==> config.mk <==
export PLATFORM = sky130hd
export DESIGN_NAME = rf_scoreboard_flat
export DESIGN_NICKNAME = d
export VERILOG_FILES = /design/src/rtl/rf_scoreboard_if.sv /design/src/rtl/rf_scoreboard.sv /design/src/flat_wrapper.sv
export SDC_FILE = /design/constraint.sdc
export NUM_CORES = 1
export LEC_CHECK = 0
export ABC_CLOCK_PERIOD_IN_PS = 3800
export CORE_MARGIN = 4
export CORE_UTILIZATION = 31
export DETAILED_ROUTE_END_ITERATION = 10
export GPL_TIMING_DRIVEN = 0
export PLACE_DENSITY_LB_ADDON = 0.05
export SLEW_MARGIN = 20
export SYNTH_ARGS = -nofsm -noshare
export SYNTH_HDL_FRONTEND = slang
export SYNTH_SLANG_ARGS = --single-unit
==> constraint.sdc <==
create_clock -name clk -period 3.8 [get_ports clk]
set_clock_uncertainty 0.1 [all_clocks]
set_input_delay 0.38 -clock clk [delete_from_list [all_inputs] [get_ports clk]]
set_output_delay 0.38 -clock clk [all_outputs]
set_load 0.02 [all_outputs]
==> src/rtl/rf_scoreboard_if.sv <==
// Decode/writeback handshake bundle for the register-file scoreboard.
// master drives decode and writeback; slave is the scoreboard.
interface rf_scoreboard_if;
  logic        issue_valid;
  logic [3:0]  p0_addr;
  logic [3:0]  p1_addr;
  logic        re0;
  logic        re1;
  logic [3:0]  dst_addr;
  logic        we;
  logic        hlt;
  logic        wb_valid;
  logic [3:0]  wb_addr;
  logic        flush;
  logic        stall;
  logic        issue_fire;
  logic [15:0] busy;
  logic [3:0]  pending_cnt;
  logic        halted;
  logic        wb_err;

  modport master (
    output issue_valid, p0_addr, p1_addr,
    output re0, re1, dst_addr, we, hlt,
    output wb_valid, wb_addr, flush,
    input  stall, issue_fire, busy,
    input  pending_cnt, halted, wb_err
  );

  modport slave (
    input  issue_valid, p0_addr, p1_addr,
    input  re0, re1, dst_addr, we, hlt,
    input  wb_valid, wb_addr, flush,
    output stall, issue_fire, busy,
    output pending_cnt, halted, wb_err
  );
endinterface

==> src/rtl/rf_scoreboard.sv <==
// Register-file scoreboard: RAW/WAW interlock, pending-write limit
// and halt drain for an in-order decode stage.
module rf_scoreboard #(
  parameter int MAX_PENDING = 4
) (
  input logic            clk,
  input logic            rst_n,
  rf_scoreboard_if.slave sb
);
  localparam logic [1:0] RUN    = 2'd0;
  localparam logic [1:0] DRAIN  = 2'd1;
  localparam logic [1:0] HALTED = 2'd2;
  localparam logic [3:0] MAX_CNT = 4'(MAX_PENDING);

  logic [1:0]  state_q, state_d;
  logic [15:0] busy_q, busy_d;
  logic [3:0]  cnt_q, cnt_d;
  logic        err_q, err_d;
  logic        halted_q, halted_d;

  logic [15:0] wb_oh, eff_busy, set_oh, clr_oh;
  logic        wb_hit, full_blk, dep, stall, fire, do_set;

  always_comb begin
    wb_oh    = sb.wb_valid ? (16'd1 << sb.wb_addr) : '0;
    eff_busy = busy_q & ~wb_oh;
    wb_hit   = sb.wb_valid & busy_q[sb.wb_addr];
    // a retiring write frees its slot in the same cycle
    full_blk = sb.we & (sb.dst_addr != 4'd0)
             & (cnt_q == MAX_CNT) & ~wb_hit;
    dep      = (sb.re0 & eff_busy[sb.p0_addr])
             | (sb.re1 & eff_busy[sb.p1_addr])
             | (sb.we  & eff_busy[sb.dst_addr]);
    stall    = sb.issue_valid
             & ((state_q == RUN) ? (dep | full_blk) : 1'b1);
    fire     = sb.issue_valid & ~stall;
    do_set   = fire & sb.we & (sb.dst_addr != 4'd0);
    set_oh   = do_set ? (16'd1 << sb.dst_addr) : '0;
    clr_oh   = wb_hit ? wb_oh : '0;

    busy_d = ((busy_q & ~clr_oh) | set_oh) & 16'hFFFE;
    cnt_d  = cnt_q + {3'b0, do_set} - {3'b0, wb_hit};
    if (sb.flush) begin
      busy_d = '0;
      cnt_d  = '0;
    end
    err_d = err_q | (sb.wb_valid & ~busy_q[sb.wb_addr]);

    state_d = state_q;
    unique case (1'b1)
      (state_q == RUN): begin
        if (fire & sb.hlt)
          state_d = (cnt_d == 4'd0) ? HALTED : DRAIN;
      end
      (state_q == DRAIN): begin
        if (sb.flush | (cnt_d == 4'd0))
          state_d = HALTED;
      end
      default: state_d = state_q;
    endcase
    halted_d = (state_d == HALTED);
  end

  always_ff @(posedge clk or negedge rst_n) begin
    if (!rst_n) begin
      state_q  <= RUN;
      busy_q   <= '0;
      cnt_q    <= '0;
      err_q    <= 1'b0;
      halted_q <= 1'b0;
    end else begin
      state_q  <= state_d;
      busy_q   <= busy_d;
      cnt_q    <= cnt_d;
      err_q    <= err_d;
      halted_q <= halted_d;
    end
  end

  assign sb.stall       = stall;
  assign sb.issue_fire  = fire;
  assign sb.busy        = busy_q;
  assign sb.pending_cnt = cnt_q;
  assign sb.halted      = halted_q;
  assign sb.wb_err      = err_q;
endmodule

==> src/flat_wrapper.sv <==
// flat-port wrapper written by rule: the top's interface ports become plain ports
module rf_scoreboard_flat 
#(
  parameter int MAX_PENDING = 4
)
  (clk, rst_n, sb_issue_valid, sb_p0_addr, sb_p1_addr, sb_re0, sb_re1, sb_dst_addr, sb_we, sb_hlt, sb_wb_valid, sb_wb_addr, sb_flush, sb_stall, sb_issue_fire, sb_busy, sb_pending_cnt, sb_halted, sb_wb_err);
  rf_scoreboard_if sb_i ();
  input logic clk;
  input logic rst_n;
  input wire logic [$bits(sb_i.issue_valid)-1:0] sb_issue_valid;
  input wire logic [$bits(sb_i.p0_addr)-1:0] sb_p0_addr;
  input wire logic [$bits(sb_i.p1_addr)-1:0] sb_p1_addr;
  input wire logic [$bits(sb_i.re0)-1:0] sb_re0;
  input wire logic [$bits(sb_i.re1)-1:0] sb_re1;
  input wire logic [$bits(sb_i.dst_addr)-1:0] sb_dst_addr;
  input wire logic [$bits(sb_i.we)-1:0] sb_we;
  input wire logic [$bits(sb_i.hlt)-1:0] sb_hlt;
  input wire logic [$bits(sb_i.wb_valid)-1:0] sb_wb_valid;
  input wire logic [$bits(sb_i.wb_addr)-1:0] sb_wb_addr;
  input wire logic [$bits(sb_i.flush)-1:0] sb_flush;
  output wire logic [$bits(sb_i.stall)-1:0] sb_stall;
  output wire logic [$bits(sb_i.issue_fire)-1:0] sb_issue_fire;
  output wire logic [$bits(sb_i.busy)-1:0] sb_busy;
  output wire logic [$bits(sb_i.pending_cnt)-1:0] sb_pending_cnt;
  output wire logic [$bits(sb_i.halted)-1:0] sb_halted;
  output wire logic [$bits(sb_i.wb_err)-1:0] sb_wb_err;
  assign sb_i.issue_valid = sb_issue_valid;
  assign sb_i.p0_addr = sb_p0_addr;
  assign sb_i.p1_addr = sb_p1_addr;
  assign sb_i.re0 = sb_re0;
  assign sb_i.re1 = sb_re1;
  assign sb_i.dst_addr = sb_dst_addr;
  assign sb_i.we = sb_we;
  assign sb_i.hlt = sb_hlt;
  assign sb_i.wb_valid = sb_wb_valid;
  assign sb_i.wb_addr = sb_wb_addr;
  assign sb_i.flush = sb_flush;
  assign sb_stall = sb_i.stall;
  assign sb_issue_fire = sb_i.issue_fire;
  assign sb_busy = sb_i.busy;
  assign sb_pending_cnt = sb_i.pending_cnt;
  assign sb_halted = sb_i.halted;
  assign sb_wb_err = sb_i.wb_err;
  rf_scoreboard #(.MAX_PENDING(MAX_PENDING)) u_core (.clk(clk), .rst_n(rst_n), .sb(sb_i));
endmodule
==> impl_metrics.toml <==
[outcome]
status = "finished with violations"
failed_checks = "negative hold slack"

[layout]
post-route-util_pct = 44.6
diodes = 0
fillers = 676
finalNetCount = 329
layout-drive-gt1-share_pct = 27.6
syn_to_final_growth_pct = 40.2
final_cells = 393

[power_and_ir_drop]
pwr-share-clk_pct = 28.9
p_total_uw = 575
power_frac_seq_pct = 44.4
power.leakage_nw = 1.15
switching_share_pct = 33.2
p_comb_share_pct = 26.7
power_density_nw_per_um2 = 190
p_int_uw = 384
ir_drop_mv = 0.126
power_switching_uw = 191

[floorplanning]
top_level_ports = 49
chipWidth_um = 91.5
initial_core_util_pct = 31.8
num_rows = 30
die_h_um = 91.5
die_area_um2 = 8370
core_area_um2 = 6790

[synthesis]
yosys_register_bits = 23
ys_async_sr_fraction_pct = 100
syn-cell-area_um2 = 2160
ys_types = 58
avgSynthCellArea_um2 = 9.04
yosysWarnings = 0
synth_area_leaders = "dfrtp_1, mux2i_1, mux4_2"
synth_edf_count = 0
yosysMostFrequentCell = "dfrtp_1"
synthTopCellsByCount = "dfrtp_1, inv_1, nor2_1"
seq_area_frac_synth_pct = 26.7
yosysTopAreaCellShare_pct = 26.7
synth_ff_type = "dfrtp_1"
netlist_instances = 239
syn_nets = 270
synth_top_cell_by_area = "dfrtp_1"

[setup_path]
worstReg2RegEnd = "u_core.sb.halted"
reg2reg_slack_ps = 190
rr_worst_depth = 15
criticalPathCategory = "reg2reg"
rr_startpoint = "u_core.sb.busy[6]"
required_ps = 3900
cp.arrival_ps = 3720
cp-start-kind = "flip-flop"
cp-end-kind = "flip-flop"
cp_max_fo = 6

[sta]
fmax_mhz = 277
slew-limit-headroom_pct = 62.9
setup-tns-final_ps = 0
min_period_over_period_pct = 95.1
worst_slew_pin_slew_ps = 557
final-hold-violation-count = 23
drv_slew = 0
final-setup-viol-count = 0
fin_crit_ps = 3610
hold_slack_ps = -24.3

[cts]
clock_sinks = 23
clk_pin_slew_ps = 100
root_buffer = "clkbuf_8"
cts_inserted_buffers = 3
cts_max_level = 1
clk_path_buf_depth = 2
cts_tree = "yes"
ctsHoldBuffers = 0
clock_latency_ps = 280

[route]
highest_layer = "met4"
via_per_inst = 5.60
met2WireLength_mm = 3.43
drc_errors = 0
drt_iter0_drc = 122
wl_met1_mm = 3.51
wire_per_inst_um = 18.9
dr.pass1.iters = 4
wl_met3_um = 340
wl_mm = 7.45
vias = 2201
antenna_left = 0

[global_routing]
antenna_found_initial = 0
grt_overflow = 0
grt_max_degree = 24
grt_pass1_vias = 2143
grt_pass1_wl_mm = 11.7
globalRouteTotalUtil_pct = 17.6

[placed_design]
io_buffers = 37
dp_cells = 372
place_congestion = 0.826
hpwl_mm = 5.56

[min_path]
min_path_type = "in2async"

[job]
maxCapViolations = 0
[sequential cells by signal, summed over array words and instances (netlist names)]
name                   count
u_core.sb.busy            15
u_core.sb.halted           1
u_core.sb.pending_cnt      4
u_core.sb.wb_err           1
u_core.state_q             2
[power groups by stage]
stage          Clock [mW]  Combinational [mW]  Sequential, mW
2_1_floorplan           0              0.0772           0.264
3_3_place_gp            0               0.138           0.260
3_5_place_dp            0               0.137           0.260
4_1_cts             0.169               0.147           0.255
5_1_grt             0.177               0.167           0.256
6_report            0.166               0.153           0.255
[metrics by stage]
stage	hold WS, ps	setup WS [ps]	instance area, µm²
4_1_cts	5.05	2.66	2860
6_report	-24.3	187	3030
3_3_place_gp	341	-950	2660
3_5_place_dp	308	-994	2650
2_1_floorplan	-15.6	75.7	2170
5_1_grt	38.0	-27.9	3030
[area by class of cell]
cell class	instances	area, µm²	share of cell area [%]
Multi-Input combinational cell	179	1580	52.1
Tap cell	96	120	3.97
Timing Repair Buffer	54	493	16.3
Buffer	19	139	4.59
Inverter	18	67.6	2.23
Clock inverter	1	5.00	0.165
Clock buffer	3	41.3	1.36
Sequential cell	23	583	19.3
[metal layers]
| metal | vias up | GRT usage (%) |
|---|---|---|
| met5 | - | 0 |
| met4 | 0 | 4.77 |
| met3 | 10 | 3.48 |
| met2 | 62 | 28.1 |
| met1 | 1082 | 24.1 |
| li1 | 1047 | - |
[critical path, cell delays in order, from the launching register on]
cell      delay [ps]
dfrtp_1          420
mux4_2           520
nand4b_1         170
o311ai_4         130
or3_4            360
o311a_4          150
nand4_4          100
buf_8            120
nor2_1            40
ha_2             190
fa_1             380
xnor2_1          170
nor2_1           100
nor4_4           340
o21ai_0          120
a21oi_1          120
[placed cells by master, fill, tap and decap left out, types with 5 or more instances in the layout]
master	Yosys	routed
clkdlybuf4s50_1	0	33
buf_4	3	19
inv_1	18	18
nor2_1	18	17
dfrtp_1	23	17
nand2_1	10	10
mux2i_1	10	10
o211ai_1	9	9
o32ai_1	8	8
nand3_1	7	7
a21oi_1	9	7
buf_2	6	6
nand2b_1	7	6
dfrtp_2	0	6
o31ai_1	8	5
xor2_1	5	5
o21ai_0	8	5
[repair_timing]
action / CTS / global route
pin swaps: 4 / 8
gates resized for setup: 37 / 18
setup endpoints to repair: 6 / 3
buffers inserted: 5 / 12
[kinds of logic after synthesis]
logic type	synth area share, %
compound gates	28.7
xor+xnor	2.43
fa+ha+maj	3.82
buf+inv	8.34
flops	26.7
mux	10.4
other cells	0.174
simple gates	19.5
[how the worst max path moves through the flow]
stage,startpoint,end,cells after the start
floorplan,sb_wb_addr[0],u_core.sb.halted,17
global placement,sb_wb_addr[3],u_core.sb.halted,15
detailed placement,sb_p0_addr[2],u_core.sb.halted,15
CTS,u_core.sb.busy[11],u_core.sb.halted,14
global route,sb_wb_addr[1],u_core.state_q[1],15
finish,u_core.sb.busy[6],u_core.sb.halted,15
Note: power is estimated with default switching activity, not from simulation.
